**config.mk**
```make
export PLATFORM = sky130hd
export DESIGN_NAME = isw_dup_mul_ctrl_flat
export DESIGN_NICKNAME = d
export VERILOG_FILES = /design/src/rtl/isw_dup_mul_ctrl_pkg.sv /design/src/rtl/isw_dup_mul_ctrl_if.sv /design/src/rtl/isw_dup_mul_ctrl_fifo.sv /design/src/rtl/isw_dup_mul_ctrl.sv /design/src/flat_wrapper.sv
export SDC_FILE = /design/constraint.sdc
export NUM_CORES = 1
export LEC_CHECK = 0
export BUFFER_PORTS_ARGS = -buffer_cell sky130_fd_sc_hd__buf_2
export CAP_MARGIN = 40
export CORE_ASPECT_RATIO = 0.7
export CORE_UTILIZATION = 57
export CTS_BUF_LIST = sky130_fd_sc_hd__clkbuf_4
export CTS_CLUSTER_DIAMETER = 150
export CTS_CLUSTER_SIZE = 20
export DETAILED_ROUTE_END_ITERATION = 10
export HOLD_SLACK_MARGIN = 0.02
export PLACE_DENSITY = 0.92
export SYNTH_ARGS = -nofsm -noshare
export SYNTH_HDL_FRONTEND = slang
export SYNTH_HIERARCHICAL = 1
export SYNTH_SLANG_ARGS = --single-unit
```
**constraint.sdc**
```tcl
create_clock -name clk -period 3.3 [get_ports clk]
set_clock_uncertainty 0.05 [all_clocks]
set_input_delay 0.495 -clock clk [delete_from_list [all_inputs] [get_ports clk]]
set_output_delay 0.495 -clock clk [all_outputs]
set_load 0.01 [all_outputs]
```
**src/rtl/isw_dup_mul_ctrl_pkg.sv**
```systemverilog
// Shared types and constants for the duplicated ISW multiplier sequencer.
//   state_t     : controller FSM states (flush after reset, run, locked)
//   result_t    : one output FIFO entry (result shares + fault flag)
//   make_result : turns a retiring datapath sample into a FIFO entry
package isw_dup_mul_ctrl_pkg;

  localparam int SHARES       = 2;  // first-order masking, d = 1
  localparam int RAND_W       = 1;  // fresh random bits per multiplication
  localparam int LATENCY      = 2;  // multiplier issue-to-result cycles
  localparam int FIFO_DEPTH   = 4;  // output entries, also the issue credit limit
  localparam int FAULT_THRESH = 3;  // detected faults that lock the block
  localparam int CNT_W        = 8;  // fault counter width

  typedef enum logic [1:0] {
    ST_FLUSH,
    ST_RUN,
    ST_LOCK
  } state_t;

  typedef struct packed {
    logic [SHARES-1:0] res;
    logic              fault;
  } result_t;

  // A result is trusted only when both copies agree on every share;
  // anything else is zeroized so no partially faulty share leaves the block.
  function automatic result_t make_result(input logic [SHARES-1:0] res,
                                          input logic [SHARES-1:0] det);
    result_t r;
    r.fault = ~&det;
    r.res   = r.fault ? '0 : res;
    return r;
  endfunction

endpackage

```
**src/rtl/isw_dup_mul_ctrl_if.sv**
```systemverilog
// Bus bundle of the sequencer: operand input handshake, drive/return lines of
// the duplicated multiplier, result output handshake and status.
//   slave  : the sequencer's view
//   master : the environment's view (operand source, multipliers, consumer)
interface isw_dup_mul_ctrl_if;
  import isw_dup_mul_ctrl_pkg::*;

  logic              in_valid;
  logic              in_ready;
  logic [SHARES-1:0] in_a;
  logic [SHARES-1:0] in_b;
  logic [RAND_W-1:0] in_rand;

  logic [SHARES-1:0] mul_a;
  logic [SHARES-1:0] mul_b;
  logic [RAND_W-1:0] mul_rand;
  logic [SHARES-1:0] mul_res;
  logic [SHARES-1:0] mul_det;

  logic              out_valid;
  logic              out_ready;
  logic [SHARES-1:0] out_res;
  logic              out_fault;
  logic [CNT_W-1:0]  fault_cnt;
  logic              alarm;

  modport slave (
    input  in_valid, in_a, in_b, in_rand, mul_res, mul_det, out_ready,
    output in_ready, mul_a, mul_b, mul_rand, out_valid, out_res, out_fault,
           fault_cnt, alarm
  );

  modport master (
    output in_valid, in_a, in_b, in_rand, mul_res, mul_det, out_ready,
    input  in_ready, mul_a, mul_b, mul_rand, out_valid, out_res, out_fault,
           fault_cnt, alarm
  );

endinterface

```
**src/rtl/isw_dup_mul_ctrl_fifo.sv**
```systemverilog
// isw_result_fifo: synchronous FIFO holding retired results.
//   clk, reset (sync, active-low) ; wr_en/wr_data push ; rd_en pops the head
//   rd_data : current head (valid while empty=0) ; empty ; count = occupancy
module isw_result_fifo #(
  parameter int DEPTH = 4,
  parameter int WIDTH = 3
) (
  input  logic                       clk,
  input  logic                       reset,
  input  logic                       wr_en,
  input  logic [WIDTH-1:0]           wr_data,
  input  logic                       rd_en,
  output logic [WIDTH-1:0]           rd_data,
  output logic                       empty,
  output logic [$clog2(DEPTH+1)-1:0] count
);

  localparam int AW = (DEPTH > 1) ? $clog2(DEPTH) : 1;
  localparam int CW = $clog2(DEPTH + 1);

  logic [WIDTH-1:0] mem [DEPTH];
  logic [AW-1:0]    wr_ptr, rd_ptr;
  logic             full, do_wr, do_rd;

  function automatic logic [AW-1:0] ptr_inc(input logic [AW-1:0] p);
    return (p == AW'(DEPTH - 1)) ? '0 : p + 1'b1;
  endfunction

  assign empty   = (count == '0);
  assign full    = (count == CW'(DEPTH));
  assign do_wr   = wr_en && !full;
  assign do_rd   = rd_en && !empty;
  assign rd_data = mem[rd_ptr];

  // NOTE: the storage array has no reset; occupancy is tracked by count and
  // the pointers, so stale entries are never observed and the array can map
  // onto plain registers or RAM without reset muxes.
  always_ff @(posedge clk) begin
    if (do_wr) mem[wr_ptr] <= wr_data;
  end

  // NOTE: sequential state uses non-blocking assignments only, so every
  // register samples pre-edge values regardless of process ordering.
  always_ff @(posedge clk) begin
    if (!reset) begin
      wr_ptr <= '0;
      rd_ptr <= '0;
      count  <= '0;
    end else begin
      if (do_wr) wr_ptr <= ptr_inc(wr_ptr);
      if (do_rd) rd_ptr <= ptr_inc(rd_ptr);
      // Simultaneous push and pop leaves occupancy unchanged.
      unique case ({do_wr, do_rd})
        2'b10:   count <= count + 1'b1;
        2'b01:   count <= count - 1'b1;
        default: count <= count;
      endcase
    end
  end

  // Issue credits guarantee room for every retiring result.
  a_no_push_when_full: assert property (@(posedge clk) disable iff (!reset)
    !(wr_en && full));

endmodule

```
**src/rtl/isw_dup_mul_ctrl.sv**
```systemverilog
// isw_dup_mul_ctrl: sequencer for a duplicated first-order ISW multiplier.
//   clk, reset (sync, active-low)
//   bus.in_*   : operand shares + fresh randomness, valid/ready
//   bus.mul_*  : operands to both multiplier copies, result + detector back
//   bus.out_*  : result FIFO head, valid/ready; out_res zeroized on fault
//   bus.fault_cnt : saturating count of detected faults
//   bus.alarm  : high while locked
module isw_dup_mul_ctrl
  import isw_dup_mul_ctrl_pkg::*;
(
  input logic               clk,
  input logic               reset,
  isw_dup_mul_ctrl_if.slave bus
);

  localparam int FCW = $clog2(FIFO_DEPTH + 1);
  localparam int CRW = $clog2(FIFO_DEPTH + LATENCY + 1);
  localparam int FLW = $clog2(LATENCY + 1);

  state_t             state, state_nxt;
  logic [FLW-1:0]     flush_cnt;
  logic [LATENCY-1:0] vld_sr;
  logic [CNT_W-1:0]   fault_cnt, fault_cnt_nxt;
  logic [FCW-1:0]     fifo_count;
  logic [CRW-1:0]     inflight, credit_used;
  logic               in_ready, alarm, accept, retire, pop, fifo_empty;
  result_t            push_data, head;

  // ---------------- FSM: state register ----------------
  // The multiplier pipeline has no reset, so the controller waits LATENCY
  // cycles for any garbage in it to drain before accepting work.
  always_ff @(posedge clk) begin
    if (!reset) begin
      state     <= ST_FLUSH;
      flush_cnt <= '0;
    end else begin
      state <= state_nxt;
      if (state == ST_FLUSH) flush_cnt <= flush_cnt + 1'b1;
    end
  end

  // ---------------- FSM: next state ----------------
  // NOTE: every combinational output gets a default before the case so no
  // path leaves it unassigned, which would otherwise infer a latch.
  always_comb begin
    state_nxt = state;
    unique case (state)
      ST_FLUSH: if (flush_cnt == FLW'(LATENCY - 1)) state_nxt = ST_RUN;
      // Lock on the very edge the counter reaches the threshold.
      ST_RUN:   if (fault_cnt_nxt >= CNT_W'(FAULT_THRESH)) state_nxt = ST_LOCK;
      ST_LOCK:  state_nxt = ST_LOCK;
      default:  state_nxt = ST_FLUSH;
    endcase
  end

  // ---------------- FSM: outputs ----------------
  // Credits count ops in the pipe plus entries in the FIFO, all registered,
  // so in_ready has no combinational path from out_ready.
  always_comb begin
    in_ready = 1'b0;
    alarm    = 1'b0;
    unique case (state)
      ST_RUN:  in_ready = (credit_used < CRW'(FIFO_DEPTH));
      ST_LOCK: alarm    = 1'b1;
      default: ;
    endcase
  end

  always_comb begin
    inflight = '0;
    for (int i = 0; i < LATENCY; i++) inflight = inflight + CRW'(vld_sr[i]);
  end

  assign credit_used = inflight + CRW'(fifo_count);

  // ---------------- Issue ----------------
  // Operands reach the multipliers only on an accepted handshake; idle cycles
  // present zeros so no stale share values toggle the datapath.
  assign accept       = bus.in_valid && in_ready;
  assign bus.mul_a    = accept ? bus.in_a    : '0;
  assign bus.mul_b    = accept ? bus.in_b    : '0;
  assign bus.mul_rand = accept ? bus.in_rand : '0;

  always_ff @(posedge clk) begin
    if (!reset) vld_sr <= '0;
    else        vld_sr <= (vld_sr << 1) | LATENCY'(accept);
  end

  // ---------------- Retire ----------------
  assign retire    = vld_sr[LATENCY-1];
  assign push_data = make_result(bus.mul_res, bus.mul_det);

  assign fault_cnt_nxt = (retire && push_data.fault && (fault_cnt != '1))
                         ? fault_cnt + 1'b1 : fault_cnt;

  always_ff @(posedge clk) begin
    if (!reset) fault_cnt <= '0;
    else        fault_cnt <= fault_cnt_nxt;
  end

  // ---------------- Output FIFO ----------------
  assign pop = !fifo_empty && bus.out_ready;

  isw_result_fifo #(
    .DEPTH (FIFO_DEPTH),
    .WIDTH ($bits(result_t))
  ) u_fifo (
    .clk     (clk),
    .reset   (reset),
    .wr_en   (retire),
    .wr_data (push_data),
    .rd_en   (pop),
    .rd_data (head),
    .empty   (fifo_empty),
    .count   (fifo_count)
  );

  // The FIFO array is not reset, so the head is masked while empty.
  assign bus.out_valid = !fifo_empty;
  assign bus.out_res   = fifo_empty ? '0   : head.res;
  assign bus.out_fault = fifo_empty ? 1'b0 : head.fault;
  assign bus.in_ready  = in_ready;
  assign bus.alarm     = alarm;
  assign bus.fault_cnt = fault_cnt;

endmodule

```
**src/flat_wrapper.sv**
```systemverilog
// flat-port wrapper written by rule: the top's interface ports become plain ports
module isw_dup_mul_ctrl_flat import isw_dup_mul_ctrl_pkg::*;
  (clk, reset, bus_in_valid, bus_in_a, bus_in_b, bus_in_rand, bus_mul_res, bus_mul_det, bus_out_ready, bus_in_ready, bus_mul_a, bus_mul_b, bus_mul_rand, bus_out_valid, bus_out_res, bus_out_fault, bus_fault_cnt, bus_alarm);
  isw_dup_mul_ctrl_if bus_i ();
  input logic clk;
  input logic reset;
  input wire logic [$bits(bus_i.in_valid)-1:0] bus_in_valid;
  input wire logic [$bits(bus_i.in_a)-1:0] bus_in_a;
  input wire logic [$bits(bus_i.in_b)-1:0] bus_in_b;
  input wire logic [$bits(bus_i.in_rand)-1:0] bus_in_rand;
  input wire logic [$bits(bus_i.mul_res)-1:0] bus_mul_res;
  input wire logic [$bits(bus_i.mul_det)-1:0] bus_mul_det;
  input wire logic [$bits(bus_i.out_ready)-1:0] bus_out_ready;
  output wire logic [$bits(bus_i.in_ready)-1:0] bus_in_ready;
  output wire logic [$bits(bus_i.mul_a)-1:0] bus_mul_a;
  output wire logic [$bits(bus_i.mul_b)-1:0] bus_mul_b;
  output wire logic [$bits(bus_i.mul_rand)-1:0] bus_mul_rand;
  output wire logic [$bits(bus_i.out_valid)-1:0] bus_out_valid;
  output wire logic [$bits(bus_i.out_res)-1:0] bus_out_res;
  output wire logic [$bits(bus_i.out_fault)-1:0] bus_out_fault;
  output wire logic [$bits(bus_i.fault_cnt)-1:0] bus_fault_cnt;
  output wire logic [$bits(bus_i.alarm)-1:0] bus_alarm;
  assign bus_i.in_valid = bus_in_valid;
  assign bus_i.in_a = bus_in_a;
  assign bus_i.in_b = bus_in_b;
  assign bus_i.in_rand = bus_in_rand;
  assign bus_i.mul_res = bus_mul_res;
  assign bus_i.mul_det = bus_mul_det;
  assign bus_i.out_ready = bus_out_ready;
  assign bus_in_ready = bus_i.in_ready;
  assign bus_mul_a = bus_i.mul_a;
  assign bus_mul_b = bus_i.mul_b;
  assign bus_mul_rand = bus_i.mul_rand;
  assign bus_out_valid = bus_i.out_valid;
  assign bus_out_res = bus_i.out_res;
  assign bus_out_fault = bus_i.out_fault;
  assign bus_fault_cnt = bus_i.fault_cnt;
  assign bus_alarm = bus_i.alarm;
  isw_dup_mul_ctrl u_core (.clk(clk), .reset(reset), .bus(bus_i));
endmodule
```
## After elaboration in Yosys (flattened, before gate mapping)

Memories as Yosys holds them, arrays and structs flattened. A register that Yosys moved wholly into a read port is not among the register bits.
Cells that the tools add are included.

| word-level totals | value |
|---|---|
| bits in writable memories | 12 |
| output and inout bits | 19 |
| register bits after elaboration | 21 |
| bits of input ports | 13 |
| memories | 1 |
| word-level logic and storage cells | 63 |

Memories:

| memory | words | width | read ports | clocked after Yosys merged registers in | wr ports | RTL line | RTL |
|---|---|---|---|---|---|---|---|
| u_core.u_fifo.mem | 4 | 3 | 1 | 1 | 1 | isw_dup_mul_ctrl_fifo.sv:21 | `logic [WIDTH-1:0] mem [DEPTH];` |

| operators by class | value |
|---|---|
| bitwise operators | 1 |
| add/subtract/negate cells | 8 |
| multiplexer cells | 19 |
| order comparisons | 2 |
| reduce and logical (&&, ||, !) cells | 14 |
| equal/unequal tests | 11 |

Operator list:

| kind | number |
|---|---|
| 2-bit 2-to-1 mux | 10 |
| 8-bit by 1-bit adder with 8-bit output (second input constant) | 1 |
| 2-bit == test (second input constant) | 4 |
| 8-bit by 2-bit >= comparator with 1-bit output (second input constant) | 1 |
| 8-bit 2-to-1 mux | 1 |
| 8-bit != test (second input constant) | 1 |
| 2-bit by 1-bit adder with 2-bit output (second input constant) | 3 |
| 2-bit by 1-bit == test with 1-bit output (second input constant) | 3 |
| 1-bit logical AND | 6 |
| 1-bit 2-to-1 mux | 6 |
| 2-bit case mux with 3 select lines | 1 |
| 3-bit case mux with 2 select lines | 1 |
| 2-bit AND reduction | 2 |
| 3-bit by 1-bit adder with 3-bit output (second input constant) | 1 |
| 3-bit adder | 1 |
| 3-bit == test (second input constant) | 1 |
| 1-bit zero test | 3 |
| 3-bit zero test | 1 |
| 3-bit < comparator (second input constant) | 1 |
| 3-bit by 1-bit subtractor with 3-bit output (second input constant) | 1 |
| 1-bit by 1-bit adder with 2-bit output | 1 |
| 2-bit zero test | 1 |
| 2-bit by 1-bit != test with 1-bit output (second input constant) | 1 |
| 2-bit != test (second input constant) | 1 |
| 2 further kinds | 2 |

## Longest topological paths before layout

| depth | value |
|---|---|
| depth after elaboration | 8 |
| gate-level depth with buffers | 10 |
| depth with buffers taken out | 10 |

## By module

The synthesis kept the hierarchy.

Modules (own cells, without submodules):

| module | times used | cells each | area each (um2) |
|---|---|---|---|
| isw_result_fifo | 1 | 70 | 922.1 |
| isw_dup_mul_ctrl | 1 | 105 | 880.8 |

## Worst setup path before layout

No wires, ideal clock.

| timing path | value |
|---|---|
| kind | register -> register |
| from | register u_core.u_fifo.count[2] |
| to | register u_core.u_fifo.count[2] |
| data arrival time | 2.259 ns |
| stages on the path, launching flop included | 10 |
| path slack | 0.915 ns |
| path through | dfxtp_1 -> or3b_4 -> and2_4 -> inv_1 -> ha_1 -> inv_1 -> fa_1 -> xor2_1 -> or3_2 -> a21boi_0 |

| on the way | value |
|---|---|
| word-level cells in the longest chain between the ends | 6 |

Ends and longest elaborated chain:

| item | RTL line | RTL |
|---|---|---|
| start: declaration | isw_dup_mul_ctrl_fifo.sv:15 | `output logic [$clog2(DEPTH+1)-1:0] count` |
| start signal: assignment | isw_dup_mul_ctrl_fifo.sv:54 | `2'b10: count <= count + 1'b1;` |
| start signal: assignment | isw_dup_mul_ctrl_fifo.sv:55 | `2'b01: count <= count - 1'b1;` |
| start signal: assignment | isw_dup_mul_ctrl_fifo.sv:56 | `default: count <= count;` |
| 3-bit zero test | isw_dup_mul_ctrl_fifo.sv:29 | `assign empty = (count == '0);` |
| 1-bit zero test | isw_dup_mul_ctrl_fifo.sv:32, isw_dup_mul_ctrl.sv:102 |  |
| 1-bit logical AND | isw_dup_mul_ctrl.sv:102 | `assign pop = !fifo_empty && bus.out_ready;` |
| 1-bit logical AND | isw_dup_mul_ctrl_fifo.sv:32 | `assign do_rd = rd_en && !empty;` |
| 2-bit by 1-bit == test with 1-bit output or 2-bit == test (tied branches) | isw_dup_mul_ctrl_fifo.sv:53 | `unique case ({do_wr, do_rd})` |
| 3-bit case mux with 2 select lines or 2-bit nonzero test (tied branches) | n/a |  |

Parallel ways exist; a longest one is shown, timed or not.
A chain may end at the register's enable or synchronous reset.

## Worst setup path in the final report

| timing path | value |
|---|---|
| from | register u_core.u_fifo.count[0] |
| to | output port bus_mul_rand |

| on the way | value |
|---|---|
| word-level cells in the longest chain between the ends | 5 |

Ends and longest elaborated chain:

| item | RTL line | RTL |
|---|---|---|
| 3-bit adder | isw_dup_mul_ctrl.sv:74 | `assign credit_used = inflight + CRW'(fifo_count);` |
| 3-bit < comparator | isw_dup_mul_ctrl.sv:63 | `ST_RUN: in_ready = (credit_used < CRW'(FIFO_DEPTH));` |
| 1-bit 2-to-1 mux | isw_dup_mul_ctrl.sv:62 | `unique case (state)` |
| 1-bit logical AND | isw_dup_mul_ctrl.sv:79 | `assign accept = bus.in_valid && in_ready;` |
| 1-bit 2-to-1 mux | isw_dup_mul_ctrl.sv:82 | `assign bus.mul_rand = accept ? bus.in_rand : '0;` |
| end: declaration | flat_wrapper.sv:17 | `output wire logic [$bits(bus_i.mul_rand)-1:0] bus_mul_rand;` |

Every way passes these cells.

==> flow_summary.json <==
{
  "synthFlopType": "dfxtp_1",
  "synth.yosys.seq_area_share_pct": 45.5,
  "synth_area_um2": 1800,
  "final-setup-viol-count": 0,
  "wl_met2_um": 1570,
  "min_path_type": "input pin to register",
  "grt_overflow": 0,
  "wirelength_um": 3470,
  "dp.final_hpwl_um": 2580,
  "post_synth_inst_count": 175,
  "outcome": "completed",
  "yosys.cell_types.count": 40,
  "route.met3.wl_um": 219,
  "htreeDepth": 2,
  "vias_per_cell": 5.59,
  "wl_met1_um": 1630,
  "grt_pass1_wl_um": 5860,
  "netlist_top_cells_count": "dfxtp_1 (23), nand2_1 (16), nor2_1 (14)",
  "cts_root_buf": "clkbuf_4",
  "tightest_slew_ns": 0.586,
  "max-cap-violations": 0,
  "antenna_found_initial": 0,
  "post-route-period-util_pct": 77.8,
  "cts_buffer_depth": 2,
  "yosysMostFrequentCell": "dfxtp_1",
  "period_minus_slack_ns": 2.57,
  "critPathArrivalTime_ns": 2.02,
  "syn_area_per_cell_um2": 10.3,
  "first_pass_iters": 4,
  "dpl_cell_area_um2": 2000,
  "syn-num-nets": 202,
  "rsz0062_at_grt": "false",
  "drive_gt1_share_pct": 25.9,
  "worst_setup_path_end_kind": "output port",
  "yosys.area.top_type": "dfxtp_1",
  "synth_top_area_share_pct": 25.5,
  "rows": 16,
  "n_antenna_cell": 0,
  "required_ns": 2.75,
  "finalWeightedCongestion": 0.795,
  "io_pins": 32,
  "io_buffers": 31,
  "final_hold_viol_count": 0,
  "ant_nets": 0,
  "maxSlewViolCount": 0,
  "final_nets": 238,
  "synth_edf_count": 12,
  "pwr_density_cell_nw_per_um2": 514,
  "core_area_um2": 2900,
  "holdBufCountCts": 0,
  "post_cts.repair.setup_buffers": 0,
  "clk_pin_slew_worst_paths_ns": 0.11,
  "grt_max_degree": 19,
  "maxUsedRoutingLayer": "met4",
  "routedWlPerCell_um": 14.0,
  "drtIter0Drc": 96,
  "crit_type": "register to output port",
  "max_freq_mhz": 390,
  "cts_made_buffers": 5,
  "total_power_mw": 1.08,
  "synth_seq_cells": 35,
  "cts_sinks": 35,
  "initial_core_util_pct": 62.1,
  "irDropWorstVdd_uv": 474,
  "die_w_um": 69.2,
  "setup_ws_ns": 0.734,
  "dieArea_um2": 3400,
  "route.vias.total": 1386,
  "drc_errors": 0,
  "yosys-top-cells-area": "dfxtp_1 (26%), edfxtp_1 (20%), ha_1 (9.0%), mux4_2 (3.7%), nand2_1 (3.3%)",
  "final_area_um2": 2100,
  "place_ws_ns": 0.797,
  "syn_to_final_growth_pct": 16.5,
  "fin_tns_setup_ns": 0,
  "leakage_nw": 0.909,
  "crit_fanout": 7,
  "die_y_um": 49.1,
  "cts_tree": "done",
  "relSlewSlack_pct": 60.6,
  "synth_warnings": 6,
  "grt_pass1_vias": 1269,
  "grt_usage_pct": 22.7,
  "clk-insertion-delay-late_ns": 0.34,
  "ys_async_sr_fraction_pct": 0,
  "postCtsResizedCells": 0,
  "start_kind": "register"
}
final timing paths:
kind / slack [ns] / from / end / cells after the start
worst max-delay path: 0.73 / u_core/u_fifo/count[0]$_SDFFE_PN0P_ / bus_mul_rand / 7
worst min-delay path: 0.40 / bus_in_valid / u_core/vld_sr[0]$_SDFF_PN0_ / 2
worst max register to register: 0.76 / u_core/u_fifo/count[2]$_SDFFE_PN0P_ / u_core/u_fifo/count[2]$_SDFFE_PN0P_ / 9
worst min register to register: 0.44 / u_core/state[1]$_SDFFE_PN0P_ / u_core/state[1]$_SDFFE_PN0P_ / 2
critical path: stages (launching register included):
cell	delay [ns]
dfxtp_1	0.46
ha_1	0.28
a21oi_1	0.15
nor2b_1	0.07
xnor2_1	0.15
and2_1	0.26
and3_1	0.18
buf_2	0.12
sequential cells by signal (all words and copies together), names as in the netlist, named ones only:
signal                count
u_core/state              2
u_core/vld_sr             2
u_core/u_fifo/mem        12
u_core/u_fifo/count       3
u_core/u_fifo/rd_ptr      2
u_core/flush_cnt          2
u_core/bus.fault_cnt      8
u_core/u_fifo/wr_ptr      2
per-layer routing:
metal,GRT usage [%],vias to the layer above
met5,0,-
met4,7.14,0
met3,7.23,4
met2,34.8,47
met1,30.9,653
li1,-,682
kinds of logic (layout without fill, tap and decap cells):
logic type	after synthesis	in the layout	synth area share, %
XOR/XNOR	9	9	4.37
adder cells (fa/ha/maj)	14	14	10.1
AND/OR/NAND/NOR	75	75	22.6
multiplexers	8	8	6.52
AO/OA/AOI/OAI	19	19	7.70
flip-flops	35	35	45.5
buffers and inverters	15	52	3.12
stage by stage:
| stage | util (%) | cells | hold slack (ns) |
|---|---|---|---|
| floorplan | - | 175 | 0.391 |
| global placement | 68.8 | 240 | 0.411 |
| detailed placement | 68.8 | 240 | 0.421 |
| CTS | 72.4 | 248 | 0.382 |
| global route | 72.4 | 248 | 0.402 |
| finish | 72.4 | 248 | 0.396 |
cell usage in the layout (no fill, tap or decap), types with 2 or more instances in the layout:
cell,Yosys,layout
a21oi_1,2,2
xor2_1,4,4
mux4_2,3,3
nor2_1,14,14
edfxtp_1,12,12
o21ai_0,6,6
ha_1,13,13
and2_1,6,6
clkbuf_4,0,6
and3_1,8,8
mux2i_1,5,5
bufinv_16,0,2
dfxtp_1,23,23
inv_1,12,12
nor2b_1,5,5
nand3_1,7,7
buf_2,0,31
nand3b_1,2,2
nor3_1,2,2
nand4_1,2,2
xnor2_1,5,5
nand2_1,16,16
a31oi_1,3,3
and3_2,5,5
power breakdown:
| group | total [mW] | internal, mW | switching [mW] |
|---|---|---|---|
| combinational | 0.199 | 0.0910 | 0.108 |
| sequential | 0.488 | 0.469 | 0.0185 |
| clock | 0.393 | 0.245 | 0.148 |
| total | 1.08 | 0.805 | 0.274 |
area by class of cell:
class	count	area, um^2
multi-input combinational	125	926
sequential	35	821
fill	207	802
timing repair buffer	31	155
clock inverter	2	60.1
inverter	13	48.8
clock buffer	6	45.0
tap	36	45.0
(Power assumes the default switching activity.)
